[config.mk]
export PLATFORM = sky130hd
export DESIGN_NAME = fir_coef_loader
export DESIGN_NICKNAME = d
export VERILOG_FILES = /design/src/rtl/fir_coef_loader.sv
export SDC_FILE = /design/constraint.sdc
export NUM_CORES = 1
export LEC_CHECK = 0
export CAP_MARGIN = 40
export CELL_PAD_IN_SITES_DETAIL_PLACEMENT = 1
export CELL_PAD_IN_SITES_GLOBAL_PLACEMENT = 2
export CORE_MARGIN = 2
export CORE_UTILIZATION = 34
export DETAILED_ROUTE_END_ITERATION = 16
export PLACE_DENSITY = 0.95
export SLEW_MARGIN = 10
export SYNTH_ARGS = -nofsm -noshare
export SYNTH_HDL_FRONTEND = slang
export SYNTH_SLANG_ARGS = --single-unit
[constraint.sdc]
create_clock -name OPB_Clk -period 7.8 [get_ports OPB_Clk]
set_clock_uncertainty 0.05 [all_clocks]
set_input_delay 1.17 -clock OPB_Clk [delete_from_list [all_inputs] [get_ports OPB_Clk]]
set_output_delay 1.17 -clock OPB_Clk [all_outputs]
set_load 0.01 [all_outputs]
[src/rtl/fir_coef_loader.sv]
// fir_coef_loader
//   Turns toggle-framed software commands into writes on the shadow bank of a
//   double-buffered FIR coefficient RAM. The banks swap only on a datapath
//   frame sync, so the FIR never reads a partially loaded coefficient set.
//
// Ports
//   OPB_Clk      sole clock
//   OPB_Rst      asynchronous active-high reset
//   cmd_word     {toggle[31], cmd[30:28], addr[27:16], data[15:0]}
//   sync_in      datapath frame-start pulse, only looked at in WAIT_SYNC
//   coef_we      shadow RAM write enable
//   coef_bank    bank being written, always the inverse of active_bank
//   coef_addr    shadow RAM write address
//   coef_data    shadow RAM write data
//   active_bank  bank the FIR reads
//   swap_pulse   one-cycle pulse when the banks swap
//   busy         high whenever the sequencer is not idle
//   status_word  {ack_toggle, state[2:0], err_cmd, err_addr, err_tmo,
//                 active_bank, swap_count[7:0], wr_count[15:0]}
module fir_coef_loader #(
    parameter int NTAPS    = 256,
    parameter int ADDR_W   = 8,
    parameter int DATA_W   = 16,
    parameter int SYNC_TMO = 65535
) (
    input  logic              OPB_Clk,
    input  logic              OPB_Rst,
    input  logic [31:0]       cmd_word,
    input  logic              sync_in,
    output logic              coef_we,
    output logic              coef_bank,
    output logic [ADDR_W-1:0] coef_addr,
    output logic [DATA_W-1:0] coef_data,
    output logic              active_bank,
    output logic              swap_pulse,
    output logic              busy,
    output logic [31:0]       status_word
);

    localparam int TMO_W = $clog2(SYNC_TMO + 1);
    localparam logic [TMO_W-1:0]  TMO_LAST  = TMO_W'(SYNC_TMO - 1);
    localparam logic [ADDR_W-1:0] LAST_ADDR = ADDR_W'(NTAPS - 1);
    localparam logic [12:0]       NTAPS_EXT = 13'(NTAPS);

    localparam logic [2:0] CMD_NOP     = 3'd0;
    localparam logic [2:0] CMD_WRITE   = 3'd1;
    localparam logic [2:0] CMD_CLEAR   = 3'd2;
    localparam logic [2:0] CMD_COMMIT  = 3'd3;
    localparam logic [2:0] CMD_CLR_ERR = 3'd4;

    // Encodings are visible to software through status_word[30:28].
    typedef enum logic [2:0] {
        ST_IDLE      = 3'd0,
        ST_WRITE     = 3'd1,
        ST_CLEAR     = 3'd2,
        ST_WAIT_SYNC = 3'd3
    } state_t;

    state_t            state_q, state_d;
    logic [31:0]       cmd_q, cmd_d;
    logic              ack_q, ack_d;
    logic              coef_we_q, coef_we_d;
    logic [ADDR_W-1:0] coef_addr_q, coef_addr_d;
    logic [DATA_W-1:0] coef_data_q, coef_data_d;
    logic              active_q, active_d;
    logic              swap_pulse_q, swap_pulse_d;
    logic              err_cmd_q, err_cmd_d;
    logic              err_addr_q, err_addr_d;
    logic              err_tmo_q, err_tmo_d;
    logic [7:0]        swap_count_q, swap_count_d;
    logic [15:0]       wr_count_q, wr_count_d;
    logic [TMO_W-1:0]  tmo_q, tmo_d;

    logic [2:0]  cmd_op;
    logic [11:0] cmd_addr;
    logic [15:0] cmd_data;
    logic        cmd_new;
    logic        addr_ok;

    assign cmd_op   = cmd_q[30:28];
    assign cmd_addr = cmd_q[27:16];
    assign cmd_data = cmd_q[15:0];
    // A command stays pending until acknowledged, so a toggle that flips while
    // busy is naturally picked up on the first idle cycle with whatever the
    // register holds by then.
    assign cmd_new  = (cmd_q[31] != ack_q);
    // One extra bit keeps the range check correct when NTAPS is 4096.
    assign addr_ok  = ({1'b0, cmd_addr} < NTAPS_EXT);

    // Next-state and registered-output logic. Write strobes and the swap
    // pulse default low so they only last the single cycle that sets them.
    always_comb begin
        state_d      = state_q;
        cmd_d        = cmd_word;
        ack_d        = ack_q;
        coef_we_d    = 1'b0;
        coef_addr_d  = coef_addr_q;
        coef_data_d  = coef_data_q;
        active_d     = active_q;
        swap_pulse_d = 1'b0;
        err_cmd_d    = err_cmd_q;
        err_addr_d   = err_addr_q;
        err_tmo_d    = err_tmo_q;
        swap_count_d = swap_count_q;
        wr_count_d   = wr_count_q;
        tmo_d        = tmo_q;

        case (state_q)
            ST_IDLE: begin
                if (cmd_new) begin
                    ack_d = cmd_q[31];
                    case (cmd_op)
                        CMD_NOP: begin
                        end
                        CMD_WRITE: begin
                            if (addr_ok) begin
                                state_d     = ST_WRITE;
                                coef_we_d   = 1'b1;
                                coef_addr_d = cmd_addr[ADDR_W-1:0];
                                coef_data_d = cmd_data[DATA_W-1:0];
                                if (wr_count_q != 16'hFFFF) begin
                                    wr_count_d = wr_count_q + 16'd1;
                                end
                            end else begin
                                err_addr_d = 1'b1;
                            end
                        end
                        CMD_CLEAR: begin
                            state_d     = ST_CLEAR;
                            coef_we_d   = 1'b1;
                            coef_addr_d = '0;
                            coef_data_d = '0;
                        end
                        CMD_COMMIT: begin
                            state_d = ST_WAIT_SYNC;
                            tmo_d   = '0;
                        end
                        CMD_CLR_ERR: begin
                            err_cmd_d  = 1'b0;
                            err_addr_d = 1'b0;
                            err_tmo_d  = 1'b0;
                        end
                        default: begin
                            err_cmd_d = 1'b1;
                        end
                    endcase
                end
            end

            ST_WRITE: begin
                state_d = ST_IDLE;
            end

            // The address register doubles as the sweep counter.
            ST_CLEAR: begin
                if (coef_addr_q == LAST_ADDR) begin
                    state_d = ST_IDLE;
                end else begin
                    coef_we_d   = 1'b1;
                    coef_addr_d = coef_addr_q + ADDR_W'(1);
                end
            end

            // A sync on the final allowed cycle still wins over the timeout.
            ST_WAIT_SYNC: begin
                if (sync_in) begin
                    state_d      = ST_IDLE;
                    active_d     = ~active_q;
                    swap_pulse_d = 1'b1;
                    swap_count_d = swap_count_q + 8'd1;
                    wr_count_d   = '0;
                end else if (tmo_q == TMO_LAST) begin
                    state_d   = ST_IDLE;
                    err_tmo_d = 1'b1;
                end else begin
                    tmo_d = tmo_q + TMO_W'(1);
                end
            end

            default: begin
                state_d = ST_IDLE;
            end
        endcase
    end

    // State register; reset aborts any sequence in flight immediately.
    always_ff @(posedge OPB_Clk or posedge OPB_Rst) begin
        if (OPB_Rst) begin
            state_q      <= ST_IDLE;
            cmd_q        <= '0;
            ack_q        <= 1'b0;
            coef_we_q    <= 1'b0;
            coef_addr_q  <= '0;
            coef_data_q  <= '0;
            active_q     <= 1'b0;
            swap_pulse_q <= 1'b0;
            err_cmd_q    <= 1'b0;
            err_addr_q   <= 1'b0;
            err_tmo_q    <= 1'b0;
            swap_count_q <= '0;
            wr_count_q   <= '0;
            tmo_q        <= '0;
        end else begin
            state_q      <= state_d;
            cmd_q        <= cmd_d;
            ack_q        <= ack_d;
            coef_we_q    <= coef_we_d;
            coef_addr_q  <= coef_addr_d;
            coef_data_q  <= coef_data_d;
            active_q     <= active_d;
            swap_pulse_q <= swap_pulse_d;
            err_cmd_q    <= err_cmd_d;
            err_addr_q   <= err_addr_d;
            err_tmo_q    <= err_tmo_d;
            swap_count_q <= swap_count_d;
            wr_count_q   <= wr_count_d;
            tmo_q        <= tmo_d;
        end
    end

    assign coef_we     = coef_we_q;
    assign coef_addr   = coef_addr_q;
    assign coef_data   = coef_data_q;
    assign active_bank = active_q;
    assign coef_bank   = ~active_q;
    assign swap_pulse  = swap_pulse_q;
    assign busy        = (state_q != ST_IDLE);
    assign status_word = {ack_q, state_q, err_cmd_q, err_addr_q, err_tmo_q,
                          active_q, swap_count_q, wr_count_q};

endmodule
# == Yosys cells after proc, flatten, opt, wreduce, memory -nomap -nowiden ==
# Index checks and enable logic that the tools add are counted.
# totals
register_bits,106
output_inout_bits,61
wordCells,107
# classes
n_addsub,4
magnitude_cmp,1
eq_ne,28
muxes,40
bitwise,2
n_reduce_logical,18
# ops
operator,n
$mux W16,10
$pmux W16 S2,3
$add A16 B1 Y16 const B,2
$pmux W8 S2,2
$mux W8,3
$ne A2 B2 Y1 const B,11
$reduce_and A5 Y1,4
$pmux W3 S3,2
$add A8 B1 Y8 const B,2
$eq A16 B16 Y1 const B,1
$ne A16 B16 Y1 const B,1
$mux W3,5
$eq A3 B2 Y1 const B,4
$lt A12 B9 Y1 const B,1
$mux W1,10
$pmux W1 S2,5
$eq A8 B8 Y1 const B,1
$reduce_and A4 Y1,2
$reduce_bool A2 Y1,4
$logic_not A3 Y1,2
$ne A2 B1 Y1 const B,3
$ne A3 B3 Y1 const B,2
$reduce_and A6 Y1,1
$ne A4 B1 Y1 const B,1
other kinds (9),11

# == Depth between registers and ports, before layout ==
# depth
word_depth,6
ltp_mapped,8
depth_no_buf,7

# == Worst setup path before layout ==
# OpenSTA, ideal clock, no wires.
# synth_timing
path_kind,input port to flip-flop
from,input port sync_in
to,register wr_count_q[10]
arrival_time_ns,2.117
required_time_ns,7.617
slack_ns,5.500
path_stages,6
n_path_buf,1
cell_sequence,nand3_1 -> o21a_1 -> a211o_1 -> buf_6 -> o21ai_1 -> o31ai_1
# synth_between
elab_chain_cells,2
# synth_rtl
item,line_no,rtl
start: declaration,29,"input logic sync_in,"
$ne A2 B2 Y1 (no line),--,
$reduce_and A6 Y1 (no line),--,
end signal: assignment,216,wr_count_q <= wr_count_d;
end: declaration,71,"logic [15:0] wr_count_q, wr_count_d;"
# No other way between the ends.
# A chain may end at the register's enable or synchronous reset.

# == Worst setup path in the final report ==
# layout_timing
from,register state_q[1]
to,output port busy
# layout_between
elab_chain_cells,1
# layout_rtl
item,line_no,rtl
start: declaration,59,"state_t state_q, state_d;"
start signal: assignment,204,state_q <= state_d;
$reduce_bool A3 Y1,227,assign busy = (state_q != ST_IDLE);
end: declaration,36,"output logic busy,"
# No other way between the ends.

==> flow_metrics.tcl <==
set metrics [dict create \
    outcome "finished, final reports clean" \
    crit_type "flip-flop to output pin" \
    place_congestion 0.788 \
    finalSetupTns_ps 0 \
    slowest_delay_ps 710 \
    drt_iter0_markers 189 \
    synthCells 463 \
    grt-ovfl-total 0 \
    vias 3842 \
    arrival_ps 2060 \
    cts_buffers 9 \
    worst_path_max_delay_cell "dfrtp_1" \
    synthToLayoutAreaGrowth_pct 29.8 \
    instances_no_fill 728 \
    cts_tree "built" \
    finalHoldViolCount 0 \
    post_cts_resized 0 \
    min_period_ps 3280 \
    grt_pass1_wl_mm 20.2 \
    final_area_sq_um 5950 \
    mostFrequentLayoutCells "105 x dfrtp_1, 94 x clkdlybuf4s50_1, 79 x nand2_1, 45 x o21ai_0, 27 x nand3_1" \
    synth_area_leader_cell "dfrtp_1" \
    fin_ws_ps 4520 \
    finalSetupViolations 0 \
    peakVddDrop_v 0.000220 \
    synth_cell_types 48 \
    ys_ff_latch 105 \
    maxCapViolations 0 \
    place_area_sq_um 5650 \
    grt_pass1_vias 3994 \
    nets 587 \
    clk_pin_slew_ps 70 \
    start_util 0.348 \
    postSynthAreaPerCell_sq_um 9.90 \
    p_per_area_nw_per_um2 349 \
    die-width_microns 120 \
    dieArea_sq_um 14400 \
    drt-wirelength-per-cell_microns 16.5 \
    cts_hold_buf 0 \
    cp_max_fo 16 \
    synth_area_sq_um 4590 \
    io_buffers 94 \
    hpwl_mm 8.41 \
    fmaxAchievable_mhz 305 \
    vias_per_cell 5.28 \
    grt_setup_unrepaired "no" \
    cts_setup_buffers 0 \
    synthTopCellsByArea "dfrtp_1 57%, nand2_1 6.5%, o21ai_0 4.9%" \
    htreeDepth 3 \
    place_ws_ps 4730 \
    totalPowerFinal_mw 2.08 \
    dp.cells 712 \
    wirelength_mm 12.0 \
    synth_ff_type "dfrtp_1" \
    drc 0 \
    slew-limit-headroom 0.440 \
    coreArea_sq_um 13200 \
    period_share 0.421 \
    grt_usage 0.175 \
    die-height_microns 120 \
    antenna_found_initial 0 \
    cts_sinks 105 \
    worst_setup_path_start_kind "flip-flop" \
    reg2reg_depth 5 \
    detail-route-antenna-nets 0 \
    hold_path_class "flip-flop to flip-flop" \
    row_count 42 \
    grt_max_degree 58 \
    syn-num-nets 503 \
    clk_latency_ps 350 \
    maxSlewViolCount 0 \
    ioPinCount 96 \
    yosys_warnings 0 \
    layout_commonest_cell "dfrtp_1" \
    root_buffer "clkbuf_16" \
    firstDrtPassIters 4 \
    drive_above_1_share 0.0453 \
    holdPathStages 1 \
    p_leak_nw 2.50 \
    cts.path.max_buffers 2 \
    cp_cell_sequence "nor2_1 -> inv_1 -> clkdlybuf4s50_1" \
    yosysSeqAreaShare 0.573 \
    required_ps 6580 \
    diodes 0 \
    synthArstFlopShare 1.00 \
    critPathCaptureType "output pin" \
    synth_edf_count 0 \
    yosysTopAreaCellShare 0.573 \
    tightest_slew_ps 833 \
]
report_power, final:
group	switching (mW)	leakage [nW]	internal, mW
logic	0.363	1.05	0.377
registers	0.181	1.30	0.692
clock network	0.213	0.148	0.252
total	0.756	2.50	1.32
state kept, by name, summed over array words and instances (netlist names):
signal / flops
ack_q: 1
swap_pulse: 1
err_tmo_q: 1
err_addr_q: 1
err_cmd_q: 1
wr_count_q: 16
coef_we: 1
tmo_q: 16
swap_count_q: 8
coef_addr: 8
coef_data: 16
cmd_q: 32
active_bank: 1
state_q: 2
routing by layer:
metal | routed length, microns | up-vias | track usage
li1 | - | 1804 | -
met3 | 923 | 12 | 0.0713
met2 | 5590 | 92 | 0.278
met4 | 112 | 0 | 0.0397
met1 | 5410 | 1934 | 0.225
met5 | 0 | - | 0
path summary, 6_finish.rpt:
kind	from	to	slack, ps
setup / recovery	state_q[1]	busy	4520
hold / removal	swap_count_q[7]	swap_count_q[7]	420
setup reg to reg	state_q[1]	tmo_q[9]	5050
hold reg to reg	swap_count_q[7]	swap_count_q[7]	420
max in group asynchronous	OPB_Rst	wr_count_q[1]	5370
min in group asynchronous	OPB_Rst	coef_data[4]	1180
cells in the mapped netlist, types with 2 or more instances:
| master | instances |
|---|---|
| nor3b_1 | 2 |
| inv_1 | 13 |
| ha_1 | 5 |
| clkbuf_1 | 13 |
| o31ai_1 | 11 |
| xnor2_1 | 8 |
| nor4b_1 | 2 |
| o21ai_1 | 7 |
| nor2_1 | 26 |
| nand3_1 | 27 |
| dfrtp_1 | 105 |
| and2_1 | 3 |
| nor4_1 | 4 |
| a21oi_1 | 15 |
| and4_1 | 3 |
| or4_1 | 2 |
| nor3_1 | 9 |
| nand4_1 | 10 |
| xor2_1 | 4 |
| o21ai_0 | 45 |
| o41ai_1 | 3 |
| or3_1 | 2 |
| o211ai_1 | 2 |
| and3_1 | 9 |
| a31oi_1 | 15 |
| nand2b_1 | 4 |
| o2bb2ai_1 | 3 |
| mux2i_1 | 3 |
| a21o_1 | 3 |
| nand2_1 | 79 |
| buf_2 | 3 |
| a211o_1 | 2 |
| buf_4 | 6 |
area by class of cell:
type	count	area [sq um]
clock buffer	9	225
clock inverter	7	76.3
fill	1465	7240
inverter	13	51.3
multi-input combinational	322	1790
sequential	105	2630
tap	176	220
timing repair buffer	96	963
worst max-delay path, delay by kind of cell, from the launching register on:
kind,cells,cell delay [ps]
simple gates,1,210
buf+inv,2,770
flops,1,710
metrics by stage:
stage | hold slack [ps] | util
finish | 421 | 0.451
global route | 444 | 0.451
CTS | 428 | 0.451
detailed placement | 415 | 0.428
global placement | 410 | 0.427
floorplan | 398 | -
cells by family after synthesis:
kind of cell               after synthesis  share of synthesized area
AOI/OAI and AO/OA                      113                      0.148
other                                    1                   0.000818
and+or+nand+nor                        187                      0.196
buffers and inverters                   36                     0.0368
adders and majority gates                5                     0.0136
xor gates and xnor gates                12                     0.0229
DFF                                    105                      0.573
muxes                                    4                    0.00900
Note: power is estimated with default switching activity, not from simulation.
